### config.mk
export PLATFORM = sky130hd
export DESIGN_NAME = sync_fifo_lvl
export DESIGN_NICKNAME = d
export VERILOG_FILES = /design/src/rtl/fifo_pkg.sv /design/src/rtl/fifo_fwft_stage.sv /design/src/rtl/simple_dpram_sclk.sv /design/src/rtl/sync_fifo_lvl.sv
export SDC_FILE = /design/constraint.sdc
export NUM_CORES = 1
export LEC_CHECK = 0
export BUFFER_PORTS_ARGS = -buffer_cell sky130_fd_sc_hd__clkbuf_2
export CAP_MARGIN = 20
export CORE_MARGIN = 2
export CORE_UTILIZATION = 45
export DETAILED_ROUTE_END_ITERATION = 8
export PLACE_DENSITY = 0.7
export SLEW_MARGIN = 30
export SYNTH_ARGS = -nofsm -noshare
export SYNTH_HDL_FRONTEND = slang
export SYNTH_SLANG_ARGS = --single-unit
### constraint.sdc
create_clock -name clk -period 7.5 [get_ports clk]
set_input_delay 0.75 -clock clk [delete_from_list [all_inputs] [get_ports clk]]
set_output_delay 0.75 -clock clk [all_outputs]
set_load 0.01 [all_outputs]
### src/rtl/fifo_pkg.sv
// fifo_pkg: shared constants, pointer-width helper and level type for the FIFO family
package fifo_pkg;
  localparam int FIFO_STD = 0;
  localparam int FIFO_FWFT = 1;
  localparam int MAX_DEPTH_WIDTH = 16;
  typedef logic [MAX_DEPTH_WIDTH:0] level_t;
  function automatic int ptr_width(input int depth_width);
    return depth_width + 1;
  endfunction
endpackage

### src/rtl/fifo_fwft_stage.sv
// fifo_fwft_stage: head-word valid tracking and RAM prefetch control for FWFT mode;
// the RAM's registered read port serves as the one-entry output register
module fifo_fwft_stage #(
  parameter int PW = 5
) (
  input  logic          clk,
  input  logic          rst,
  input  logic [PW-1:0] wptr,
  input  logic          rd_en,
  output logic [PW-1:0] rptr,
  output logic          re,
  output logic          empty
);
  logic valid;
  logic pop;
  assign pop = rd_en && valid;
  assign re = (!valid || pop) && (wptr != rptr);
  assign empty = !valid;
  always_ff @(posedge clk)
    if (rst) begin
      valid <= 1'b0;
      rptr <= '0;
    end else begin
      valid <= re || (valid && !pop);
      rptr <= rptr + PW'(re);
    end
endmodule

### src/rtl/simple_dpram_sclk.sv
// simple_dpram_sclk: single-clock simple dual-port RAM with registered read port
module simple_dpram_sclk #(
  parameter int ADDR_WIDTH = 4,
  parameter int DATA_WIDTH = 32,
  parameter string ENABLE_BYPASS = "TRUE"
) (
  input  logic                  clk,
  input  logic                  rst,
  input  logic [ADDR_WIDTH-1:0] raddr,
  input  logic                  re,
  input  logic [ADDR_WIDTH-1:0] waddr,
  input  logic                  we,
  input  logic [DATA_WIDTH-1:0] din,
  output logic [DATA_WIDTH-1:0] dout
);
  logic [DATA_WIDTH-1:0] mem [2**ADDR_WIDTH];
  always_ff @(posedge clk)
    if (we) mem[waddr] <= din;
  always_ff @(posedge clk)
    if (rst) dout <= '0;
    else if (re) dout <= (ENABLE_BYPASS == "TRUE" && we && waddr == raddr) ? din : mem[raddr];
endmodule

### src/rtl/sync_fifo_lvl.sv
// sync_fifo_lvl: single-clock FIFO with optional FWFT output, fill level,
// programmable almost-full/almost-empty flags and overflow/underflow pulses
module sync_fifo_lvl
  import fifo_pkg::*;
#(
  parameter int DEPTH_WIDTH = 4,
  parameter int DATA_WIDTH = 32,
  parameter int FWFT = 0,
  parameter int AFULL_THRESH = (1 << DEPTH_WIDTH) - 1,
  parameter int AEMPTY_THRESH = 1
) (
  input  logic                   clk,
  input  logic                   rst,
  input  logic [DATA_WIDTH-1:0]  wr_data_i,
  input  logic                   wr_en_i,
  input  logic                   rd_en_i,
  output logic [DATA_WIDTH-1:0]  rd_data_o,
  output logic                   full_o,
  output logic                   empty_o,
  output logic                   almost_full_o,
  output logic                   almost_empty_o,
  output logic [DEPTH_WIDTH:0]   level_o,
  output logic                   overflow_o,
  output logic                   underflow_o
);
  localparam int DEPTH = 1 << DEPTH_WIDTH;
  localparam int PW = ptr_width(DEPTH_WIDTH);
  localparam int LW = DEPTH_WIDTH + 1;
  if (DEPTH_WIDTH < 1 || DEPTH_WIDTH > MAX_DEPTH_WIDTH || DATA_WIDTH < 1 ||
      (FWFT != FIFO_STD && FWFT != FIFO_FWFT) || AFULL_THRESH < 1 || AFULL_THRESH > DEPTH ||
      AEMPTY_THRESH < 0 || AEMPTY_THRESH > DEPTH - 1) begin : g_bad_params
    $error("sync_fifo_lvl: parameter out of range");
  end
  logic [PW-1:0] wptr, rptr;
  logic [DATA_WIDTH-1:0] ram_dout;
  logic wr_acc, rd_acc, re;
  assign wr_acc = wr_en_i && !full_o;
  assign rd_acc = rd_en_i && !empty_o;
  assign full_o = level_o == LW'(DEPTH);
  assign almost_full_o = level_t'(level_o) >= level_t'(AFULL_THRESH);
  assign almost_empty_o = level_t'(level_o) <= level_t'(AEMPTY_THRESH);
  assign rd_data_o = ram_dout;
  always_ff @(posedge clk)
    if (rst) begin
      wptr <= '0;
      level_o <= '0;
      overflow_o <= 1'b0;
      underflow_o <= 1'b0;
    end else begin
      wptr <= wptr + PW'(wr_acc);
      level_o <= level_o + LW'(wr_acc) - LW'(rd_acc);
      overflow_o <= wr_en_i && full_o;
      underflow_o <= rd_en_i && empty_o;
    end
  simple_dpram_sclk #(
    .ADDR_WIDTH(DEPTH_WIDTH),
    .DATA_WIDTH(DATA_WIDTH),
    .ENABLE_BYPASS("FALSE")
  ) u_ram (
    .clk(clk),
    .rst(rst),
    .raddr(rptr[DEPTH_WIDTH-1:0]),
    .re(re),
    .waddr(wptr[DEPTH_WIDTH-1:0]),
    .we(wr_acc),
    .din(wr_data_i),
    .dout(ram_dout)
  );
  if (FWFT == FIFO_FWFT) begin : g_fwft
    fifo_fwft_stage #(.PW(PW)) u_stage (
      .clk(clk),
      .rst(rst),
      .wptr(wptr),
      .rd_en(rd_en_i),
      .rptr(rptr),
      .re(re),
      .empty(empty_o)
    );
  end else begin : g_std
    // equal pointers including the wrap bit is exactly level == 0
    assign empty_o = wptr == rptr;
    assign re = rd_acc;
    always_ff @(posedge clk)
      if (rst) rptr <= '0;
      else rptr <= rptr + PW'(rd_acc);
  end
endmodule

-- Word-level counts from Yosys, hierarchy flattened
Memory sizes are Yosys's and may differ from the RTL's. A register that Yosys moved wholly into a read port is not among the register bits.
Index checks and enable logic that the tools add are counted.
- memories: 1
- word-level logic and storage cells: 22
- RAM bits: 512
- input bits: 36
- bits in registers: 17
- output and inout port bits: 43
- memories (memory ; depth ; bits a word ; read ports ; clocked after Yosys merged registers in ; write ports ; line ; source):
    u_ram.mem ; 16 ; 32 ; 1 ; 1 ; 1 ; simple_dpram_sclk.sv:16 ; logic [DATA_WIDTH-1:0] mem [2**ADDR_WIDTH];
- muxes and demuxes: 2
- reduce and logical (&&, ||, !) cells: 6
- $add $sub $neg: 4
- magnitude comparators: 2
- equal/unequal tests: 2
- operator list (cell ; count):
    adder 5 x 1 -> 5 bit ; 3
    equality test 5 bit ; 1
    equality test 5 bit, second input constant ; 1
    greater-or-equal comparator 5 x 4 -> 1 bit, second input constant ; 1
    less-or-equal comparator 5 x 1 -> 1 bit, second input constant ; 1
    subtractor 5 x 1 -> 5 bit ; 1
    logical AND 1 bit ; 4
    zero test 1 bit ; 2
    2-to-1 mux 1 bit ; 2

-- Longest topological paths before layout
- depth after elaboration: 5
- gate-level depth with buffers: 15

-- By module
Synthesis repeated with hierarchy kept, for this count alone.
- cells, all modules: 1326
- area total of the unflattened synthesis: 21958.6 µm²
- modules (own cells, without submodules) (module ; cells an instance ; times used ; area an instance (µm²)):
    simple_dpram_sclk ; 1216 ; 1 ; 20948.8
    sync_fifo_lvl ; 110 ; 1 ; 1009.7

-- Worst setup path after synthesis
No wires, ideal clock.
- path type: reg2reg
- from: register level_o[2]
- to: memory u_ram.mem[0][0] (enable)
- data arrival time: 3.572 ns
- slack: 3.467 ns
- stages on the path, launching flop included: 7
- path buffers: 0
- required time: 7.039 ns
- library setup time: 0.461 ns
- cells stage by stage: dfxtp_1 -> inv_1 -> ha_1 -> nand4bb_1 -> nand2_1 -> or3_1 -> nor3_1
- cells in the longest elaborated chain, start to end: 5
- ends and longest elaborated chain (element ; line ; source):
    start: declaration ; sync_fifo_lvl.sv:22 ; output logic [DEPTH_WIDTH:0] level_o,
    start signal: assignment ; sync_fifo_lvl.sv:51 ; level_o <= level_o + LW'(wr_acc) - LW'(rd_acc);
    equality test 5 bit ; sync_fifo_lvl.sv:39 ; assign full_o = level_o == LW'(DEPTH);
    zero test 1 bit ; sync_fifo_lvl.sv:37 ; assign wr_acc = wr_en_i && !full_o;
    logical AND 1 bit ; sync_fifo_lvl.sv:37 ;
    2-to-1 mux 1 bit ; simple_dpram_sclk.sv:18 ; if (we) mem[waddr] <= din;
    2-to-1 mux 1 bit (implied by the code) ; simple_dpram_sclk.sv:18 ;
    end: declaration ; simple_dpram_sclk.sv:16 ;
Every way passes these cells.

-- Worst setup path after layout
- from: register rptr[0]
- to: output empty_o
- cells in the longest elaborated chain, start to end: 1
- ends and longest elaborated chain (element ; line ; source):
    start: declaration ; sync_fifo_lvl.sv:34 ; logic [PW-1:0] wptr, rptr;
    start signal: assignment ; sync_fifo_lvl.sv:85 ; else rptr <= rptr + PW'(rd_acc);
    equality test 5 bit ; sync_fifo_lvl.sv:81 ; assign empty_o = wptr == rptr;
    end: declaration ; sync_fifo_lvl.sv:19 ; output logic empty_o,
Every way passes these cells.

==> results.json <==
{
  "rows": 79,
  "drc_errors": 0,
  "start_util_pct": 45.5,
  "diodes": 0,
  "hold_path.class": "in -> reg",
  "combPwrFrac_pct": 17.9,
  "status": "completed",
  "first_pass_iters": 5,
  "critPathKind": "reg -> out",
  "slew_violations": 0,
  "syn_inst": 990,
  "slew_headroom_pct": 39.3,
  "numCtsBuffers": 54,
  "io_buffers": 78,
  "wl_met2_um": 22100,
  "via_per_inst": 5.75,
  "cp_max_fo": 44,
  "track_usage_pct": 18.3,
  "die_h_um": 221,
  "wl_met1_um": 18500,
  "synth_edf_count": 512,
  "finalNetCount": 1146,
  "dp_slack_ns": 4.42,
  "place.gp.congestion": 0.717,
  "ant_nets": 0,
  "start_kind": "flop",
  "fill_cells": 3555,
  "tns_ns": 0,
  "r2r-end": "u_ram.mem[13][18]",
  "hold_viol": 0,
  "synth-seq-cells": 561,
  "areaGrowthSynthToFinish_pct": 13.8,
  "hold_buffers": 0,
  "die_x_um": 221,
  "die_area_sq_um": 48800,
  "overflow": 0,
  "maxCapViolCount": 0,
  "synthArstFlopShare_pct": 0,
  "rsz0062_at_grt": "no",
  "power_frac_clock_pct": 33.6,
  "cts-resized-gates": 0,
  "critPathArrivalTime_ns": 2.35,
  "grt_pass1_wl_um": 66200,
  "wl_met3_um": 3040,
  "ys_types": 36,
  "slowest_stage": "dfxtp_4",
  "synth_seq_area_share_pct": 77.2,
  "cts_setup_buffers": 0,
  "ff2ff_path_depth": 8,
  "p_sw_uw": 1900,
  "r2r_setup_slack_ns": 4.46,
  "p_int_uw": 5780,
  "period_share_pct": 41.4,
  "ys.flop_type": "edfxtp_1",
  "yosys_warnings": 0,
  "synth_area_sq_um": 21200,
  "syn_nets": 1041,
  "timing.rr.start": "level_o[2]",
  "grt_max_degree": 69,
  "crit_required_ns": 6.75,
  "cts_tree": "built",
  "skew_ns": 0.0153,
  "layout_setup_ws_ns": 4.40,
  "core_area_sq_um": 46600,
  "h-tree-depth": 2,
  "wire_per_inst_um": 25.5,
  "clock_path_buffers": 3,
  "powerDensity_nw_per_um2": 319,
  "io_pins": 79,
  "clkSinkCount": 561,
  "fmax_ghz": 0.322,
  "finalCriticalPeriod_ns": 3.10,
  "place_hpwl_um": 22800,
  "crit_end": "empty_o",
  "vias": 10000,
  "cp-end-kind": "primary output",
  "setup_violations": 0,
  "highest_layer": "met4",
  "critical_path.cell_chain": "xor2_1, nor3_2, nand3_2, inv_1, clkbuf_2",
  "worst_slew_pin_slew_ns": 0.910,
  "drt-total-wl_um": 44500,
  "clkTransAtPathRegs_ns": 0.06,
  "leakage_uw": 0.00773,
  "insertion_delay_ns": 0.60,
  "drt_iter0_drc": 909,
  "cts_root_buf": "clkbuf_16",
  "grt_pass1_vias": 10300,
  "cp-startpoint": "rptr[0]",
  "switching_share_pct": 24.8,
  "ir_drop_mv": 0.191,
  "drive_gt1_share_pct": 29.5,
  "antenna_found_initial": 1,
  "cpPeakStageDelay_ns": 0.91,
  "p_seq_share_pct": 48.5,
  "avgSynthCellArea_sq_um": 21.4
}
## registers in the layout, summed over array words and instances, names as in the netlist
name	cells
wptr	5
underflow_o	1
rptr	5
overflow_o	1
u_ram.dout	32
level_o	5
u_ram.mem	512
## worst min path at each step
stage	startpoint	end	cells past startpoint
2_1_floorplan	wptr[4]	wptr[4]	2
5_1_grt	wr_en_i	overflow_o	2
4_1_cts	wr_en_i	overflow_o	2
6_report	wr_en_i	overflow_o	2
3_5_place_dp	u_ram.dout[12]	u_ram.dout[12]	1
3_3_place_gp	u_ram.dout[12]	u_ram.dout[12]	1
## Yosys cell counts, types with 7 or more instances
library cell	number	area, sq um
a22o_1	32	280
a22oi_1	65	488
buf_1	7	26.3
buf_2	18	90.1
buf_6	9	101
clkbuf_1	19	71.3
dfxtp_1	49	981
edfxtp_1	512	15400
ha_1	14	175
inv_1	12	45.0
mux4_2	128	2880
nand2_1	40	150
nor2_1	31	116
xnor2_1	8	70.1
## metal layers
layer / up-vias / track usage, %
met5: - / 0
met3: 68 / 3.11
li1: 4320 / -
met2: 351 / 30.2
met4: 0 / 5.11
met1: 5297 / 25.2
## per-stage QoR
stage               util (%)  instance area, sq um  std cells  total power [uW]  hold slack (ns)
floorplan                  -                 21200        990              4850            0.499
global placement        48.0                 22400       1644              5170            0.466
detailed placement      48.1                 22400       1645              5200            0.466
CTS                     51.7                 24100       1745              7770            0.388
global route            51.8                 24100       1746              8010            0.413
finish                  51.8                 24100       1746              7690            0.416
## logic make-up after synthesis
| kind of cell | count (synthesis) | share of synthesized area (%) |
|---|---|---|
| mux | 128 | 13.6 |
| flops | 561 | 77.2 |
| fa+ha+maj | 15 | 0.921 |
| simple gates | 97 | 2.07 |
| compound gates | 106 | 3.90 |
| buf+inv | 69 | 1.71 |
| xor+xnor | 14 | 0.579 |
## worst max-delay path, delay by kind of cell (launching register included)
family | cells | cell delay [ns]
flip-flops | 1 | 0.91
AND/OR/NAND/NOR | 2 | 0.44
XOR/XNOR | 1 | 0.17
buffers and inverters | 2 | 0.22
## final cells by class
class / count / area [sq um] / share of cell area, %
clock buffers: 80 / 1540 / 6.39
clock inverters: 20 / 151 / 0.628
inverters: 12 / 45.0 / 0.187
multi-input cells: 360 / 4610 / 19.1
flip-flops and latches: 561 / 16400 / 67.9
well taps: 607 / 759 / 3.15
repair buffers: 106 / 628 / 2.61
## layout by cell type, fill, tap and decap left out, types with 3 or more instances in the layout
cell type | Yosys | routed
nor2b_1 | 6 | 4
nor3_2 | 1 | 5
clkinv_1 | 0 | 7
mux4_2 | 128 | 128
dfxtp_1 | 49 | 47
xnor2_1 | 8 | 8
clkinv_2 | 0 | 8
inv_1 | 12 | 12
a22oi_1 | 65 | 65
ha_1 | 14 | 14
clkbuf_2 | 1 | 78
xor2_1 | 6 | 6
nand2_1 | 40 | 40
clkbuf_8 | 0 | 7
a22o_1 | 32 | 32
clkbuf_1 | 19 | 18
clkbuf_16 | 0 | 55
a21oi_1 | 3 | 3
edfxtp_1 | 512 | 512
nor2_1 | 31 | 18
nand3_1 | 4 | 4
nor2_4 | 0 | 13
buf_4 | 3 | 25
## power groups by stage
stage / Combinational (uW) / Sequential [uW] / Clock (uW)
2_1_floorplan: 1130 / 3720 / 0
3_3_place_gp: 1350 / 3820 / 0
3_5_place_dp: 1380 / 3820 / 0
4_1_cts: 1380 / 3760 / 2630
5_1_grt: 1510 / 3760 / 2740
6_report: 1370 / 3730 / 2580
Note: power is estimated with default switching activity, not from simulation.
